## config.mk

```make
export PLATFORM = sky130hd
export DESIGN_NAME = msg_decrypt_engine
export DESIGN_NICKNAME = d
export VERILOG_FILES = /design/src/rtl/msg_decrypt_engine.sv
export SDC_FILE = /design/constraint.sdc
export NUM_CORES = 1
export LEC_CHECK = 0
export CORE_MARGIN = 2
export CORE_UTILIZATION = 45
export DETAILED_ROUTE_END_ITERATION = 8
export PLACE_DENSITY = 0.72
export SLEW_MARGIN = 5
export SYNTH_ARGS = -nofsm -noshare
export SYNTH_HDL_FRONTEND = slang
export SYNTH_SLANG_ARGS = --single-unit
```

## constraint.sdc

```tcl
create_clock -name clk -period 3.5 [get_ports clk]
set_input_delay 0.35 -clock clk [delete_from_list [all_inputs] [get_ports clk]]
set_output_delay 0.35 -clock clk [all_outputs]
set_load 0.02 [all_outputs]
```

## src/rtl/msg_decrypt_engine.sv

```systemverilog
// Decrypts 64 parity-tagged LFSR-encrypted bytes, recovering tap pattern and seed from the space preamble.
// Optional: define MSG_PARITY_CHK_EN to count parity mismatches in err_cnt.
module msg_decrypt_engine #(
  parameter int unsigned CRYPT_BASE = 64,
  parameter int unsigned PLAIN_BASE = 0,
  parameter int unsigned MSG_LEN    = 64,
  parameter int unsigned PRE_CHECK  = 9
) (
  input  logic       clk,
  input  logic       init,
  input  logic       req,
  output logic       ack,
  output logic [7:0] mem_addr,
  output logic       mem_rd_en,
  input  logic [7:0] mem_rdata,
  output logic       mem_wr_en,
  output logic [7:0] mem_wdata,
  output logic       found,
  output logic [3:0] pt_found,
  output logic [6:0] lfsr_seed,
  output logic [6:0] err_cnt
);

  localparam logic [7:0] LP_CRYPT  = 8'(CRYPT_BASE);
  localparam logic [7:0] LP_PLAIN  = 8'(PLAIN_BASE);
  localparam logic [7:0] LP_LAST_I = 8'(MSG_LEN - 1);
  localparam logic [7:0] LP_LAST_K = 8'(PRE_CHECK);

  typedef enum logic [3:0] {
    S_IDLE, S_SEED_RD, S_SEED_WT, S_TRY_RD, S_TRY_WT,
    S_DEC_RD, S_DEC_WT, S_FAIL, S_DONE
  } state_t;

  function automatic logic [6:0] f_tap(input logic [3:0] idx);
    case (idx)
      4'd0:    return 7'h60;
      4'd1:    return 7'h48;
      4'd2:    return 7'h78;
      4'd3:    return 7'h72;
      4'd4:    return 7'h6A;
      4'd5:    return 7'h69;
      4'd6:    return 7'h5C;
      4'd7:    return 7'h7E;
      default: return 7'h7B;
    endcase
  endfunction

  function automatic logic [6:0] f_step(input logic [6:0] s, input logic [6:0] tap);
    return {s[5:0], ^(s & tap)};
  endfunction

  state_t     r_state, w_next;
  logic [7:0] r_idx;
  logic [3:0] r_pat;
  logic [6:0] r_seed;
  logic [6:0] r_lfsr;
  logic       r_found;
  logic [3:0] r_pt_found;
  logic [6:0] r_lfsr_seed;
  logic       r_req_d;

  logic [6:0] w_dec7;
  logic [6:0] w_seed_new;
  logic       w_match;
  logic       w_last_k;
  logic       w_last_i;
  logic       w_last_pat;
  logic       w_start;

  assign w_dec7     = mem_rdata[6:0] ^ r_lfsr;
  assign w_seed_new = mem_rdata[6:0] ^ 7'h20;
  assign w_match    = (w_dec7 == 7'h20);
  assign w_last_k   = (r_idx == LP_LAST_K);
  assign w_last_i   = (r_idx == LP_LAST_I);
  assign w_last_pat = (r_pat == 4'd8);
  // DONE restarts only on a fresh req edge so a held req yields a single run
  assign w_start    = ((r_state == S_IDLE) && req) ||
                      ((r_state == S_DONE) && req && !r_req_d);

  always_ff @(posedge clk) begin
    if (init) r_state <= S_IDLE;
    else      r_state <= w_next;
  end

  always_comb begin
    w_next = r_state;
    case (r_state)
      S_IDLE:    if (w_start) w_next = S_SEED_RD;
      S_SEED_RD: w_next = S_SEED_WT;
      S_SEED_WT: w_next = S_TRY_RD;
      S_TRY_RD:  w_next = S_TRY_WT;
      S_TRY_WT: begin
        if (w_match)         w_next = w_last_k ? S_DEC_RD : S_TRY_RD;
        else if (w_last_pat) w_next = S_FAIL;
        else                 w_next = S_TRY_RD;
      end
      S_DEC_RD:  w_next = S_DEC_WT;
      S_DEC_WT:  w_next = w_last_i ? S_DONE : S_DEC_RD;
      S_FAIL:    w_next = S_DONE;
      S_DONE:    if (w_start) w_next = S_SEED_RD;
      default:   w_next = S_IDLE;
    endcase
  end

  always_comb begin
    ack       = (r_state == S_DONE);
    mem_rd_en = 1'b0;
    mem_wr_en = 1'b0;
    mem_addr  = '0;
    mem_wdata = '0;
    case (r_state)
      S_SEED_RD: begin
        mem_rd_en = 1'b1;
        mem_addr  = LP_CRYPT;
      end
      S_TRY_RD, S_DEC_RD: begin
        mem_rd_en = 1'b1;
        mem_addr  = LP_CRYPT + r_idx;
      end
      S_DEC_WT: begin
        mem_wr_en = 1'b1;
        mem_addr  = LP_PLAIN + r_idx;
        mem_wdata = {1'b0, w_dec7};
      end
      default: ;
    endcase
  end

  always_ff @(posedge clk) begin
    if (init) begin
      r_idx       <= '0;
      r_pat       <= '0;
      r_seed      <= '0;
      r_lfsr      <= '0;
      r_found     <= 1'b0;
      r_pt_found  <= '1;
      r_lfsr_seed <= '0;
      r_req_d     <= 1'b0;
    end else begin
      r_req_d <= req;
      case (r_state)
        S_IDLE, S_DONE: begin
          if (w_start) begin
            r_found    <= 1'b0;
            r_pt_found <= '1;
          end
        end
        S_SEED_WT: begin
          r_seed <= w_seed_new;
          r_pat  <= '0;
          r_idx  <= 8'd1;
          r_lfsr <= f_step(w_seed_new, f_tap(4'd0));
        end
        // r_lfsr always holds the keystream value for the byte at r_idx
        S_TRY_WT: begin
          if (w_match) begin
            if (w_last_k) begin
              r_found     <= 1'b1;
              r_pt_found  <= r_pat;
              r_lfsr_seed <= r_seed;
              r_idx       <= '0;
              r_lfsr      <= r_seed;
            end else begin
              r_idx  <= r_idx + 8'd1;
              r_lfsr <= f_step(r_lfsr, f_tap(r_pat));
            end
          end else if (!w_last_pat) begin
            r_pat  <= r_pat + 4'd1;
            r_idx  <= 8'd1;
            r_lfsr <= f_step(r_seed, f_tap(r_pat + 4'd1));
          end
        end
        S_DEC_WT: begin
          r_idx  <= r_idx + 8'd1;
          r_lfsr <= f_step(r_lfsr, f_tap(r_pt_found));
        end
        default: ;
      endcase
    end
  end

`ifdef MSG_PARITY_CHK_EN
  logic [6:0] r_err_cnt;
  logic       w_par_err;

  assign w_par_err = mem_rdata[7] ^ (^mem_rdata[6:0]);

  always_ff @(posedge clk) begin
    if (init)                                   r_err_cnt <= '0;
    else if (w_start)                           r_err_cnt <= '0;
    else if ((r_state == S_DEC_WT) && w_par_err && (r_err_cnt != '1))
                                                r_err_cnt <= r_err_cnt + 7'd1;
  end

  assign err_cnt = r_err_cnt;
`else
  logic w_unused_par;
  assign w_unused_par = mem_rdata[7];
  assign err_cnt      = '0;
`endif

  assign found     = r_found;
  assign pt_found  = r_pt_found;
  assign lfsr_seed = r_lfsr_seed;

endmodule
```

* Word-level counts from Yosys, hierarchy flattened
Memory sizes are Yosys's and may differ from the RTL's. A register that Yosys moved wholly into a read port is not among the register bits.
Cells that the tools add are included.
** Cells by class
- Bitwise logic cells :: 5
- Reductions and logical operators :: 20
- Muxes and demuxes :: 46
- Equality and inequality tests :: 18
- $add $sub $neg :: 3
** Operators with widths (number)
- $mux 7 :: 17
- $pmux 8 s3 :: 2
- $pmux 4 s8 :: 1
- $mux 4 :: 7
- $reduce_xor 7->1 :: 4
- $mux 8 :: 3
- $and 7x7->7 :: 3
- $mux 3 :: 7
- $pmux 7 s3 :: 1
- $eq 4x3->1 const B :: 4
- $pmux 4 s2 :: 2
- $add 7x8->8 const A :: 1
- $add 8x1->8 const B :: 1
- $eq 4x2->1 const B :: 2
- $eq 4x4->1 const B :: 2
- $eq 8x4->1 const B :: 1
- $eq 8x6->1 const B :: 1
- $ne 2x2->1 const B :: 4
- $eq 7x6->1 const B :: 1
- $xor 7x7->7 :: 1
- $reduce_and 3->1 :: 2
- $mux 1 :: 5
- $add 4x1->4 const B :: 1
- $eq 4x1->1 const B :: 1
- 14 further kinds :: 18
** Word-level totals
- Memories :: 3
- Input bits :: 11
- ROM bits :: 144
- Flip-flop bits (word level) :: 43
- Logic and storage cells :: 104
- Output and inout bits :: 38
** Memories
- (no name shown) :: depth 8, width 6, rd ports 1, clocked after Yosys merged registers in 1, wr ports 0, line 35 : case (idx)
- (no name shown) :: depth 8, width 6, rd ports 1, clocked after Yosys merged registers in 0, wr ports 0, line 35
- (no name shown) :: depth 8, width 6, rd ports 1, clocked after Yosys merged registers in 1, wr ports 0, line 35

* Longest topological paths before layout
Gate-level depths: netlist of the first run.
An unclocked memory read counts as a cell.
- Word-level depth :: 12
- Gate-level depth with buffers :: 13

* Worst setup path after synthesis of the first run
OpenSTA, ideal clock, no wires.
- Kind :: flip-flop to flip-flop
- From :: register r_idx[6]
- To :: register with a tool-made name
- Path buffers :: 2
- Path slack :: 899 ps
- Period minus slack after synthesis :: 2601 ps
- Required time :: 3377 ps
- Cell stages (with the launch flop) :: 12
- Arrival :: 2478 ps
- Library setup time :: 123 ps
- Cell sequence :: dfxtp_1 -> inv_1 -> ha_1 -> nand4b_1 -> or3_1 -> clkbuf_1 -> or3_1 -> buf_4 -> o22ai_2 -> nand2b_1 -> ha_1 -> mux2_1
** RTL lines
- from (decl) :: line 53 : logic [7:0] r_idx;
- from (signal assigned) :: line 164 : r_idx <= r_idx + 8'd1;
- from (signal assigned) :: line 174 : r_idx <= r_idx + 8'd1;

==> out/metrics.csv, run 1 <==
stage,metric,value,unit
synthesis,"Seq/Total Area, Yosys",0.328,
power_and_ir_drop,P_leak,1.37,nW
clocking,htree depth,2,
cells_and_area,Final #Nets,476,
run_status,outcome,"finished, final reports clean",
worst_setup_path,worst-path fanout max,15,
synthesis,Post-synth EDFFs,0,
synthesis,Yosys reg bits,55,
clocking,Root Buffer,clkbuf_8,
cells_and_area,Area growth syn-to-layout,15.8,%
global_routing,first-pass GRT wire length,14.0,mm
cells_and_area,fin util,0.535,
power_and_ir_drop,Power per Cell Area,337,nW/µm²
synthesis,fraction of registers with async set/reset,0,
die,Placeable Area,7250,µm²
timing,Worst Tran Pin Value,0.715,ns
global_routing,initial antenna violation count,0,
cells_and_area,fin area,3880,µm²
timing,worst setup margin,0.535,ns
detailed_routing,Starting DRT DRC Count,211,
global_routing,largest net degree at the start of global routing,38,
timing,RSZ-0062 raised after global routing,false,
worst_setup_path,"Cell Chain, Critical Path","and2b_1, and2_1, a21o_1, a21boi_1, a31oi_1, or2_2, inv_1, ha_1, mux2_1",
timing,final setup fails,0,
synthesis,synth cell count leaders,"nor2_1, dfxtp_1, nand2_1, a21oi_1, o21ai_0",
synthesis,Cells after Synth,421,
cells_and_area,ant diodes,0,
die,num rows,31,
detailed_routing,final WL,8.44,mm
run,number of max-cap violations,0,
global_routing,GR Util met3,0.0301,
placed_design,Placed Instance Area,3790,µm²
timing,final hold violation count,0,
synthesis,Synth top area share,0.328,
detailed_routing,drt drc,0,
global_routing,vias in the first global route,2865,
placed_design,I/O Buffers,39,
placed_design,final HPWL from detailed placement,6.23,mm
clocking,total CTS buffers,5,
detailed_routing,router iterations before antenna repair,5,
detailed_routing,routed vias/inst,5.56,
global_routing,busiest grt layer,met2,
clocking,CTS tree,built,
synthesis,Synth Area in Adders,0.0522,
worst_setup_path,Crit Path Category,flip-flop to flip-flop,
worst_setup_path,crit end category,flip-flop,
synthesis,synth unique cells,63,
timing,Final Critical Period,2.97,ns
synthesis,largest cells by area after synthesis,"dfxtp_1, nor2_1, a21oi_1",
synthesis,Post-Synth XOR/XNOR Area,0.0642,
worst_hold_path,Hold Path Class,flip-flop to flip-flop,
synthesis,ys flop type,dfxtp_1,
placed_design,Place WS,0.267,ns
placed_design,GPL Wtd Cong,0.920,
clocking,hold buffers post-CTS,0,
synthesis,mux contribution to synthesized area,0.0522,
power_and_ir_drop,Logic pwr share,0.183,
power_and_ir_drop,PnR Total Power,1.31,mW
worst_setup_path,CP max stage delay,0.47,ns
worst_setup_path,required time of the critical path,3.70,ns
power_and_ir_drop,part of the power in the clock network,0.286,
worst_setup_path,CP max-delay cell,dfxtp_1,
clocking,clk sinks,55,
die,Top Ports,49,
synthesis,Synth Area in Simple Gates,0.237,
global_routing,GRT Total Usage,0.206,
die,Initial Util,0.462,
timing,Max Slew Vio Count,0,
timing,setup TNS,0,ns
power_and_ir_drop,switching part of the total power,0.299,
worst_setup_path,"CP delay by family, top",simple AND/OR/NAND/NOR gates,
detailed_routing,via count,3062,
timing,Final period util,0.847,
worst_setup_path,CP Buf/Inv Count,1,
worst_setup_path,CP arrival,3.17,ns
worst_setup_path,CP startpoint kind,flip-flop,
synthesis,Synth Area in Compound Gates,0.193,
global_routing,grt ovf,0,
clocking,worst-skew pair later-pin latency,0.31,ns
clocking,clk slew on worst S/H paths,0.10,ns
die,die extent in y,90.3,µm
clocking,clk buf depth,2,
synthesis,largest family of logic cells by synthesized area,simple AND/OR/NAND/NOR gates,
detailed_routing,post-DR wirelength/cell,15.3,µm
synthesis,syn avg cell area,7.97,µm²
die,Die ar.,8160,µm²
detailed_routing,"antenna viol nets, final",0,
global_routing,routing usage on met1,0.278,
die,die width,90.3,µm
synthesis,"area leader, netlist",dfxtp_1,
timing,clk_skew,0.00905,ns
cells_and_area,layout cell share with drive strength beyond 1,0.0752,
global_routing,GR Util met2,0.355,
power_and_ir_drop,internal power,918,µW
synthesis,"count leader, synth",nor2_1,
synthesis,number of synthesis warnings,0,
power_and_ir_drop,maximum VDD drop,244,µV
power_and_ir_drop,NetSw,392,µW
timing,Rel. slew slack,0.521,
timing,max frequency,337,MHz
clocking,post-CTS sizing,0,
power_and_ir_drop,Seq pwr share,0.531,
clocking,postcts setup bufs,0,
synthesis,post-synthesis cell area,3350,µm²
==> worst paths after layout <==
| kind | start | to | slack, ns | cells after the start |
|---|---|---|---|---|
| setup / recovery | r_state[1] | flip-flop | 0.53 | 9 |
| hold / removal | lfsr_seed[6] | lfsr_seed[6] | 0.46 | 2 |
| setup reg to reg | r_state[1] | flip-flop | 0.53 | 9 |
| hold reg to reg | lfsr_seed[6] | lfsr_seed[6] | 0.46 | 2 |
==> per-stage QoR <==
step | cells | hold WS [ns]
floorplan | 428 | 0.446
global placement | 543 | 0.446
detailed placement | 543 | 0.447
CTS | 551 | 0.462
global route | 551 | 0.486
finish | 551 | 0.458
==> tightest hold or removal path: stages (launching register included) <==
cell     delay [ns]
dfxtp_1        0.32
nand2_1        0.05
a21oi_1        0.05
==> cell type report <==
class	count	area [µm²]
Clock buffer	7	86.3
Clock inverter	1	8.76
Fill cell	705	3370
Inverter	16	60.1
Multi-Input combinational cell	324	2040
Sequential cell	55	1100
Tap cell	99	124
Timing Repair Buffer	49	465
==> power groups by stage <==
stage / Clock (mW) / Sequential [mW] / Combinational (mW)
floorplan: 0 / 0.678 / 0.205
global placement: 0 / 0.707 / 0.232
detailed placement: 0 / 0.708 / 0.237
CTS: 0.378 / 0.694 / 0.238
global route: 0.402 / 0.699 / 0.262
finish: 0.374 / 0.696 / 0.239
==> cells in the final DEF, fill, tap and decap left out, drive strengths merged, types with 13 or more instances in the layout <==
cell type	synthesis	routed
nor2	63	63
dfxtp	55	55
nand2	39	39
clkdlybuf4s50	0	39
a21oi	35	35
o21ai	24	24
inv	16	16
xnor2	15	15
ha	14	14
mux2i	13	13
==> cells by family (layout without fill, tap and decap cells) <==
kind of cell	Yosys count	count (layout)
compound gates	101	101
xor+xnor	20	20
fa+ha+maj	14	14
buf+inv	49	73
flops	55	55
mux	17	17
other cells	1	8
simple gates	164	164
==> layer usage <==
| metal | vias to the layer above | part of all wire |
|---|---|---|
| met5 | - | 0 |
| met4 | 0 | 0.0089 |
| met3 | 10 | 0.054 |
| met2 | 100 | 0.48 |
| met1 | 1453 | 0.46 |
| li1 | 1499 | - |
No activity file was read; power rests on OpenSTA's default activity.
==> run 2: changes to the inputs <==
- clock period: 3.5 -> 2.9 ns (I/O delays scaled with it)
==> run 2 against run 1 <==
Routed wire length up 2.0%. Sequential cell count did not move. Critical path depth unchanged.
==> out/metrics.csv, run 2 (same netlist as run 1, synthesis figures left out) <==
stage,metric,value,unit
worst_setup_path,CP arrival,2.94,ns
cells_and_area,Area growth syn-to-layout,21.4,%
timing,Rel. slew slack,0.630,
placed_design,final HPWL from detailed placement,6.56,mm
global_routing,largest net degree at the start of global routing,38,
cells_and_area,Fill cells,703,
timing,final setup fails,0,
worst_setup_path,Worst Reg-to-Reg Cells,9,
timing,Final Critical Period,2.73,ns
power_and_ir_drop,internal power,1.11,mW
timing,clk_skew,0.00577,ns
detailed_routing,met1 WL,3.86,mm
timing,RSZ-0062 raised after global routing,false,
cells_and_area,most frequent cells in the layout,"nor2_1, dfxtp_1, nand2_1, clkdlybuf4s50_1, buf_4",
detailed_routing,drt drc,0,
timing,Worst Tran Pin Value,0.553,ns
detailed_routing,final WL,8.61,mm
die,die width,90.3,µm
detailed_routing,router iterations before antenna repair,5,
power_and_ir_drop,Logic pwr share,0.220,
worst_hold_path,Hold Path Class,flip-flop to flip-flop,
detailed_routing,routed vias/inst,5.43,
placed_design,GPL Wtd Cong,0.895,
clocking,CTS tree,built,
detailed_routing,"antenna viol nets, final",0,
detailed_routing,top sig layer,met4,
timing,Max Slew Vio Count,0,
timing,Final period util,0.942,
worst_setup_path,Crit Path Category,flip-flop to flip-flop,
power_and_ir_drop,NetSw,482,µW
global_routing,initial antenna violation count,0,
global_routing,vias in the first global route,3065,
timing,final hold violation count,0,
die,num rows,31,
clocking,clk slew on worst S/H paths,0.10,ns
global_routing,GRT Total Usage,0.219,
die,Placeable Area,7250,µm²
worst_setup_path,worst-case register-to-register setup slack,0.17,ns
worst_setup_path,CP max stage delay,0.46,ns
placed_design,I/O Buffers,39,
die,die extent in y,90.3,µm
worst_setup_path,crit end category,flip-flop,
clocking,worst-skew pair later-pin latency,0.31,ns
worst_setup_path,required time of the critical path,3.11,ns
detailed_routing,Met2 Wirelength,4.29,mm
power_and_ir_drop,PnR Total Power,1.59,mW
power_and_ir_drop,P_leak,1.50,nW
die,Top Ports,49,
detailed_routing,post-DR wirelength/cell,14.9,µm
global_routing,grt ovf,0,
cells_and_area,layout cell share with drive strength beyond 1,0.128,
power_and_ir_drop,maximum VDD drop,223,µV
clocking,clk buf depth,2,
worst_setup_path,"Cell Chain, Critical Path","inv_1, ha_1, nand4b_1, or3_1, or3_1, o22ai_2, nand2b_1, ha_1, mux2_1",
detailed_routing,metal3 WL,382,µm
die,Die ar.,8160,µm²
worst_setup_path,CP startpoint,r_idx[6],
run,number of max-cap violations,0,
timing,Fin Hold WS,0.458,ns
clocking,Root Buffer,clkbuf_8,
detailed_routing,Starting DRT DRC Count,213,
clocking,total CTS buffers,5,
worst_setup_path,worst-path fanout max,7,
worst_setup_path,CP startpoint kind,flip-flop,
power_and_ir_drop,Seq pwr share,0.513,
timing,max frequency,366,MHz
global_routing,first-pass GRT wire length,14.6,mm
cells_and_area,Final #Nets,502,
run_status,outcome,"finished, final reports clean",
detailed_routing,via count,3131,
cells_and_area,"commonest non-fill, non-tap cell in the layout",nor2_1,
cells_and_area,fin util,0.561,
clocking,htree depth,2,
clocking,clk sinks,55,
clocking,postcts setup bufs,0,
worst_setup_path,CP max-delay cell,or3_1,
power_and_ir_drop,Power per Cell Area,390,nW/µm²
clocking,hold buffers post-CTS,0,
worst_setup_path,"CP delay by family, top",simple AND/OR/NAND/NOR gates,
worst_setup_path,Stages on worst setup path,9,
die,Initial Util,0.462,
worst_setup_path,Reg2Reg Launch Point,r_idx[6],
worst_setup_path,CP Buf/Inv Count,1,
cells_and_area,ant diodes,0,
clocking,post-CTS sizing,0,
power_and_ir_drop,switching part of the total power,0.303,
power_and_ir_drop,part of the power in the clock network,0.268,
run 2: cell count changes in the layout (fill, tap and decap cells not counted), sizes merged:
cell,previous run,this run
buf,10,36
clkbuf,7,6
clkinvlp,0,1
run 2: worst min path at each step:
stage | slack (ns) | endpoint | cells after the start | from
floorplan | 0.39 | r_seed[5] | 1 | mem_rdata[5]
global placement | 0.45 | lfsr_seed[1] | 2 | lfsr_seed[1]
detailed placement | 0.45 | lfsr_seed[2] | 2 | lfsr_seed[2]
CTS | 0.46 | lfsr_seed[2] | 2 | lfsr_seed[2]
global route | 0.48 | lfsr_seed[0] | 2 | lfsr_seed[0]
finish | 0.46 | lfsr_seed[2] | 2 | lfsr_seed[2]
run 2: per-stage QoR:
stage	setup WS [ns]	cells	setup TNS [ns]	area [µm²]
2_1_floorplan	0.299	428	0	3380
3_3_place_gp	-0.0150	569	-0.0150	3980
3_5_place_dp	-0.0703	569	-0.0787	3980
4_1_cts	0.104	577	0	4070
5_1_grt	0.0106	577	0	4070
6_report	0.168	577	0	4070
run 2: cell type report:
class / count / area [µm²] / area share
clock buffers: 6 / 72.6 / 0.0178
clock inverters: 2 / 12.5 / 0.00307
inverters: 16 / 60.1 / 0.0148
multi-input cells: 324 / 2040 / 0.501
flip-flops and latches: 55 / 1100 / 0.270
well taps: 99 / 124 / 0.0304
repair buffers: 75 / 661 / 0.162
run 2: power groups by stage:
stage	logic (mW)	clock network (mW)	registers, mW
final	0.349	0.425	0.815
after global routing	0.383	0.461	0.818
after CTS	0.346	0.434	0.814
after detailed placement	0.344	0	0.831
after global placement	0.336	0	0.831
after floorplan	0.248	0	0.818
run 2: worst min-delay path, stage by stage (launching register included):
cell,delay (ns)
dfxtp_1,0.32
nand2_1,0.05
a21oi_1,0.05
run 2: routing by layer:
layer	vias up	track usage
li1	1551	-
met1	1469	0.276
met2	101	0.391
met3	10	0.0384
met4	0	0.0436
met5	-	0
==> run 3: changes to the inputs <==
- CTS_CLUSTER_DIAMETER: unset -> 200
==> results of run 3 <==
Same layout as run 2: the final DEF is identical, and so are final timing and power.
